===== src/rtl/seq_det_pkg.sv =====
// Shared limits and helpers for the parametrised serial pattern detector.
package seq_det_pkg;

    localparam int unsigned PAT_LEN_MIN = 2;
    localparam int unsigned PAT_LEN_MAX = 16;
    localparam int unsigned CNT_W_MIN   = 1;
    localparam int unsigned CNT_W_MAX   = 16;

    function automatic int unsigned min_sat(input int unsigned val, input int unsigned lim);
        return (val > lim) ? lim : val;
    endfunction

    function automatic bit params_legal(input int unsigned pat_len, input int unsigned cnt_w);
        return (pat_len >= PAT_LEN_MIN) && (pat_len <= PAT_LEN_MAX) &&
               (cnt_w >= CNT_W_MIN) && (cnt_w <= CNT_W_MAX);
    endfunction

endpackage


===== src/rtl/sat_counter.sv =====
// Saturating up-counter with synchronous clear; sat flags the all-ones value.
module sat_counter #(
    parameter int unsigned W = 8
) (
    input  logic         clock,
    input  logic         reset,
    input  logic         clr,
    input  logic         inc,
    output logic [W-1:0] q,
    output logic         sat
);

    logic [W-1:0] cnt_q, cnt_d;

    assign sat = (cnt_q == '1);
    assign q   = cnt_q;

    always_comb begin
        cnt_d = cnt_q;
        if (clr) begin
            cnt_d = '0;
        end else if (inc && !sat) begin
            cnt_d = cnt_q + W'(1);
        end
    end

    always_ff @(posedge clock or negedge reset) begin
        if (!reset) begin
            cnt_q <= '0;
        end else begin
            cnt_q <= cnt_d;
        end
    end

endmodule


===== src/rtl/seq_detector_param.sv =====
// Serial bit-pattern detector: pulses F the cycle after the last PAT_LEN sampled bits equal the pattern.
module seq_detector_param
    import seq_det_pkg::*;
#(
    parameter int unsigned          PAT_LEN = 4,
    parameter logic [PAT_LEN-1:0]   PATTERN = 4'b1101,
    parameter bit                   OVERLAP = 1'b1,
    parameter int unsigned          CNT_W   = 8
) (
    input  logic               clock,
    input  logic               reset,
    input  logic               en,
    input  logic               I,
    input  logic               clear,
    input  logic               pat_load,
    input  logic [PAT_LEN-1:0] pat_in,
    output logic               F,
    output logic [CNT_W-1:0]   match_count,
    output logic               count_sat
);

    localparam int unsigned HIST_W = PAT_LEN - 1;
    localparam int unsigned FILL_W = $clog2(PAT_LEN);
    localparam int unsigned FULL   = PAT_LEN - 1;
    // An illegal parameterisation simply never reports a match.
    localparam bit          PARAMS_OK = params_legal(PAT_LEN, CNT_W);

    logic [HIST_W-1:0]  hist_q, hist_d;
    logic [FILL_W-1:0]  fill_q, fill_d;
    logic [PAT_LEN-1:0] pat_q,  pat_d;
    logic               f_q,    f_d;
    logic [PAT_LEN-1:0] cand;
    logic               hit;
    logic               cnt_inc;

    // Next-state: clear beats pat_load beats en; idle edges only drop F.
    always_comb begin
        hist_d  = hist_q;
        fill_d  = fill_q;
        pat_d   = pat_q;
        f_d     = 1'b0;
        cnt_inc = 1'b0;
        cand    = {hist_q, I};
        hit     = PARAMS_OK && (fill_q == FILL_W'(FULL)) && (cand == pat_q);

        if (clear) begin
            hist_d = '0;
            fill_d = '0;
        end else if (pat_load) begin
            pat_d  = pat_in;
            hist_d = '0;
            fill_d = '0;
        end else if (en) begin
            f_d     = hit;
            cnt_inc = hit;
            hist_d  = cand[HIST_W-1:0];
            if (hit && !OVERLAP) begin
                fill_d = '0;
            end else begin
                fill_d = FILL_W'(min_sat(32'(fill_q) + 32'd1, FULL));
            end
        end
    end

    always_ff @(posedge clock or negedge reset) begin
        if (!reset) begin
            hist_q <= '0;
            fill_q <= '0;
            pat_q  <= PATTERN;
            f_q    <= 1'b0;
        end else begin
            hist_q <= hist_d;
            fill_q <= fill_d;
            pat_q  <= pat_d;
            f_q    <= f_d;
        end
    end

    assign F = f_q;

    sat_counter #(
        .W(CNT_W)
    ) u_match_cnt (
        .clock (clock),
        .reset (reset),
        .clr   (clear),
        .inc   (cnt_inc),
        .q     (match_count),
        .sat   (count_sat)
    );

endmodule


===== config.mk =====
export PLATFORM = sky130hd
export DESIGN_NAME = seq_detector_param
export DESIGN_NICKNAME = d
export VERILOG_FILES = /design/src/rtl/seq_det_pkg.sv /design/src/rtl/sat_counter.sv /design/src/rtl/seq_detector_param.sv
export SDC_FILE = /design/constraint.sdc
export NUM_CORES = 1
export LEC_CHECK = 0
export CORE_ASPECT_RATIO = 0.5
export CORE_MARGIN = 2
export CORE_UTILIZATION = 35
export CTS_CLUSTER_SIZE = 14
export DETAILED_ROUTE_END_ITERATION = 16
export GPL_ROUTABILITY_DRIVEN = 0
export PLACE_DENSITY = 0.56
export SYNTH_ARGS = -nofsm -noshare
export SYNTH_HDL_FRONTEND = slang
export SYNTH_HIERARCHICAL = 1
export SYNTH_SLANG_ARGS = --single-unit
export TNS_END_PERCENT = 10

===== constraint.sdc =====
create_clock -name clock -period 4.7 [get_ports clock]
set_input_delay 0.705 -clock clock [delete_from_list [all_inputs] [get_ports clock]]
set_output_delay 0.705 -clock clock [all_outputs]
set_load 0.005 [all_outputs]

Word level (Yosys, flattened, before mapping)
Index checks and enable logic that the tools add are counted.
Storage, ports and cells
  logic and storage cells: 30
  output and inout port bits: 10
  flip-flop bits (word level): 18
Cells by class
  add/sub/neg operators: 2
  reductions and logical operators: 6
  bitwise logic cells: 1
  muxes and demuxes: 12
  $lt $le $gt $ge: 1
  equality and inequality tests: 3
Operators with widths (number)
  $mux W8: 2
  $mux W3: 3
  $add A8 B1 Y8 const B: 1
  $eq A8 B8 Y1 const B: 1
  $mux W2: 4
  $eq A4 B4 Y1: 1
  $add A2 B1 Y3 const B: 1
  $gt A3 B2 Y1 const B: 1
  $mux W1: 3
  $reduce_bool A3 Y1: 1
  $eq A2 B2 Y1 const B: 1
  $logic_and A1 B1 Y1: 2
  $reduce_and A2 Y1: 1
  $reduce_bool A2 Y1: 1
  $logic_not A1 Y1: 1
  $not A1 Y1: 1

Longest topological paths before layout
  word-level depth: 8
  mapped depth: 7
  gate-level depth less buffers: 6

Cells and area by module
Netlist, hierarchy kept.
Modules (own cells, without submodules)
  sat_counter: seq. area each 200.2 sq um, area each 469.2 sq um, instances 1, cells an instance 47
  seq_detector_param: seq. area each 254.0 sq um, area each 442.9 sq um, instances 1, cells an instance 35

Least setup slack after synthesis
No wires, ideal clock.
  path kind: input -> register
  from: input en
  to: register u_match_cnt.cnt_q[7], in the netlist u_match_cnt/q[7]
  data required time: 4575 ps
  buffers on the path: 1
  arrival time: 1898 ps
  stages on the path: 7
  slack: 2677 ps
  library setup time: 125 ps
  path through: buf_2 -> nand2_1 -> nor3_1 -> and3_1 -> nand4_1 -> nor3_1 -> mux2_2
On the way
  longest elaborated chain between the ends: 5
Ends and longest elaborated chain
  start, declared: RTL line seq_detector_param.sv:12  | input logic en,
  $mux W1: RTL line seq_detector_param.sv:53  | end else if (en) begin
  $mux W1: RTL line seq_detector_param.sv:49  | end else if (pat_load) begin
  $mux W1: RTL line seq_detector_param.sv:46  | if (clear) begin
  via cnt_inc: RTL line seq_detector_param.sv:34  | logic cnt_inc;
  $logic_and A1 B1 Y1: RTL line sat_counter.sv:22  | end else if (inc && !sat) begin
  $reduce_bool A2 Y1 (no source line)
  end signal, assigned: RTL line sat_counter.sv:31  | cnt_q <= cnt_d;
  end, declared: RTL line sat_counter.sv:13  | logic [W-1:0] cnt_q, cnt_d;
The timed path passes the listed nets, and every way through them passes these cells.
A chain may end at the register's enable or synchronous reset.

Worst setup path after layout
  from: input clear
  to: register u_match_cnt.cnt_q[7], in the netlist u_match_cnt/q[7]
On the way
  longest elaborated chain between the ends: 3
Ends and longest elaborated chain
  start, declared: RTL line seq_detector_param.sv:14  | input logic clear,
  $mux W1: RTL line seq_detector_param.sv:46
  via cnt_inc: RTL line seq_detector_param.sv:34
  $logic_and A1 B1 Y1: RTL line sat_counter.sv:22
  $reduce_bool A2 Y1 (no source line)
The timed path passes the listed nets, and every way through them passes these cells.

==> results.cfg <==
[floorplan]
rows = 13
fp.coreArea_um2 = 2540
die_area_um2 = 3060
die_h_um = 40.1
boundaryPins = 20
die_x_um = 76.2
initial_utilization_pct = 35.9

[place]
pre_cts_slack_ps = 1840
placement.io_buffers = 19
dpl.hpwl_mm = 1.38
postPlaceCellArea_um2 = 1140

[detailed_routing]
ant_nets = 0
route.detailed.drc = 0
via_per_inst = 5.16
detailedRoute.firstIterationViolations = 23
wire_per_inst_um = 13.4
dr.pass1.iters = 4
drt-total-wl_mm = 1.88
vias = 723

[hold_path]
hp-class = register to register
whs_path_depth = 1
holdPathEnd = pat_q[1]
min_from = pat_q[1]

[flow_run]
drv_cap = 0

[layout]
nNetsFinal = 115
diodes = 0
final_cell_area_um2 = 1190
final_core_util_pct = 47.1
drive_gt1_share_pct = 17.5
syn2layout_area_growth_pct = 31.0
layout_commonest_cell = clkdlybuf4s50_1
final_cell_mix = clkdlybuf4s50_1 (19), dfrtp_1 (15), nor3_1 (7)

[global_routing]
antenna_found_initial = 0
grt_pass1_vias = 708
grtUsageTotal_pct = 14.1
grt_overflow = 0
grt_first_pass_wirelength_mm = 3.20
grt_max_degree = 19

[sta]
slew_viol_final = 0
slew_headroom_pct = 46.4
finalWorstSetupSlack_ps = 2110
skew_ps = 2.38
setup_viol = 0
fin_crit_ps = 2590
finalHoldViolCount = 0
max_freq_mhz = 386
fin_setup_tns_ps = 0
tightest_slew_ps = 801
period_share_pct = 55.1
rsz0062_at_grt = no
whs_ps = 553

[clock_network]
postCtsHoldBufs = 0
cts_max_level = 1
numCtsBuffers = 3
post_cts_buffers = 0
cts_root_buf = clkbuf_8
clk_pin_slew_ps = 70
clk_latency_ps = 250
clock_path_buffers = 2
tritoncts = done
cts-resized-gates = 0
cts_sinks = 18

[run_status]
status = finished, final reports clean

[critical_path]
crit_required_ps = 4840
worstRegToRegCells = 6
path_class = input pin to register
crit_path_end_kind = register
reg2reg_from = pat_q[2]
arrival_ps = 2730
reg2reg_slack_ps = 2610
reg2reg_to = u_match_cnt/q[7]
start_kind = input pin
cp_max_fo = 18

[logic_synthesis]
synth_fp_nets = 93
synthCells = 82
yosysSeqAreaShare_pct = 49.8
yosysTopAreaCell = dfrtp_1
async_flop_share_pct = 100
yosys_most_used_dff = dfrtp_1
synth_area_leaders = dfrtp_1 (41%), dfstp_2 (8.6%), mux2_2 (6.2%)
ys_types = 30
synth_area_um2 = 912
yosys_warnings = 6
syn_avg_cell_area_um2 = 11.1
synth_top_area_share_pct = 41.2
synth_edf_count = 0
synth-seq-cells = 18

[power_and_ir_drop]
p_leak_nw = 0.490
powerDensity_nw_per_um2 = 270
irDropWorstVdd_v = 0.0000927
==> where the power goes <==
part / switching [mW] / total, mW / internal, mW
clock network: 0.0506 / 0.125 / 0.0744
logic: 0.0128 / 0.0289 / 0.0161
registers: 0.00434 / 0.168 / 0.164
==> cell usage after synthesis, types with 2 or more instances <==
library cell and count:
and3_1 2, nand3_1 3, dfstp_2 3, nor3_1 7, o21bai_1 2, a21oi_1 4, xor2_1 4, a211oi_1 4
nor2b_1 2, mux2i_1 4, dfrtp_1 15, nand2_1 4, nor4_1 2, nand2b_1 2, nand4_1 2, a31oi_1 2
nor2_1 3, mux2_2 5
==> layer usage <==
layer  part of all wire [%]  global-route usage [%]
met2                     48                    25.9
met5                      0                       0
met4                    1.1                    5.45
met1                     46                    16.4
met3                    4.7                    4.50
==> sequential cells by signal, summed over array words and instances (netlist names) <==
register / flops
fill_q: 2
u_match_cnt/q: 8
pat_q: 4
F: 1
hist_q: 3
==> critical path: stages <==
cell and delay (ps):
clkdlybuf4s50_1 730, nor3_1 290, and3_1 320, nand4_1 170, nor3_1 170, mux2_2 350
==> logic make-up (layout without fill, tap and decap cells) <==
family,count (synthesis),in the layout,share of synthesized area [%]
AND/OR/NAND/NOR,33,33,21.7
flip-flops,18,18,49.8
AO/OA/AOI/OAI,13,13,9.74
multiplexers,10,10,12.2
XOR/XNOR,4,4,3.84
buffers and inverters,3,24,1.37
adder cells (fa/ha/maj),1,1,1.37
==> layout make-up <==
cell class              instances  area (µm²)
clock buffers                   4        55.1
fillers                       245        1340
inverters                       1        3.75
multi-input cells              61         445
flip-flops and latches         18         454
well taps                      37        46.3
repair buffers                 19         190
==> worst max-delay path by stage <==
stage | endpoint | slack, ps | from
after detailed placement | u_match_cnt/q[7] | 1840 | clear
after global routing | u_match_cnt/q[7] | 1910 | clear
after floorplan | u_match_cnt/q[7] | 2680 | en
after global placement | u_match_cnt/q[7] | 1920 | clear
final | u_match_cnt/q[7] | 2110 | clear
after CTS | u_match_cnt/q[7] | 2110 | clear
==> per-stage QoR <==
stage,power [mW],instances
after floorplan,0.185,82
after global placement,0.199,136
after detailed placement,0.201,136
after CTS,0.330,140
after global routing,0.338,140
final,0.322,140
No activity file was read; power rests on OpenSTA's default activity.
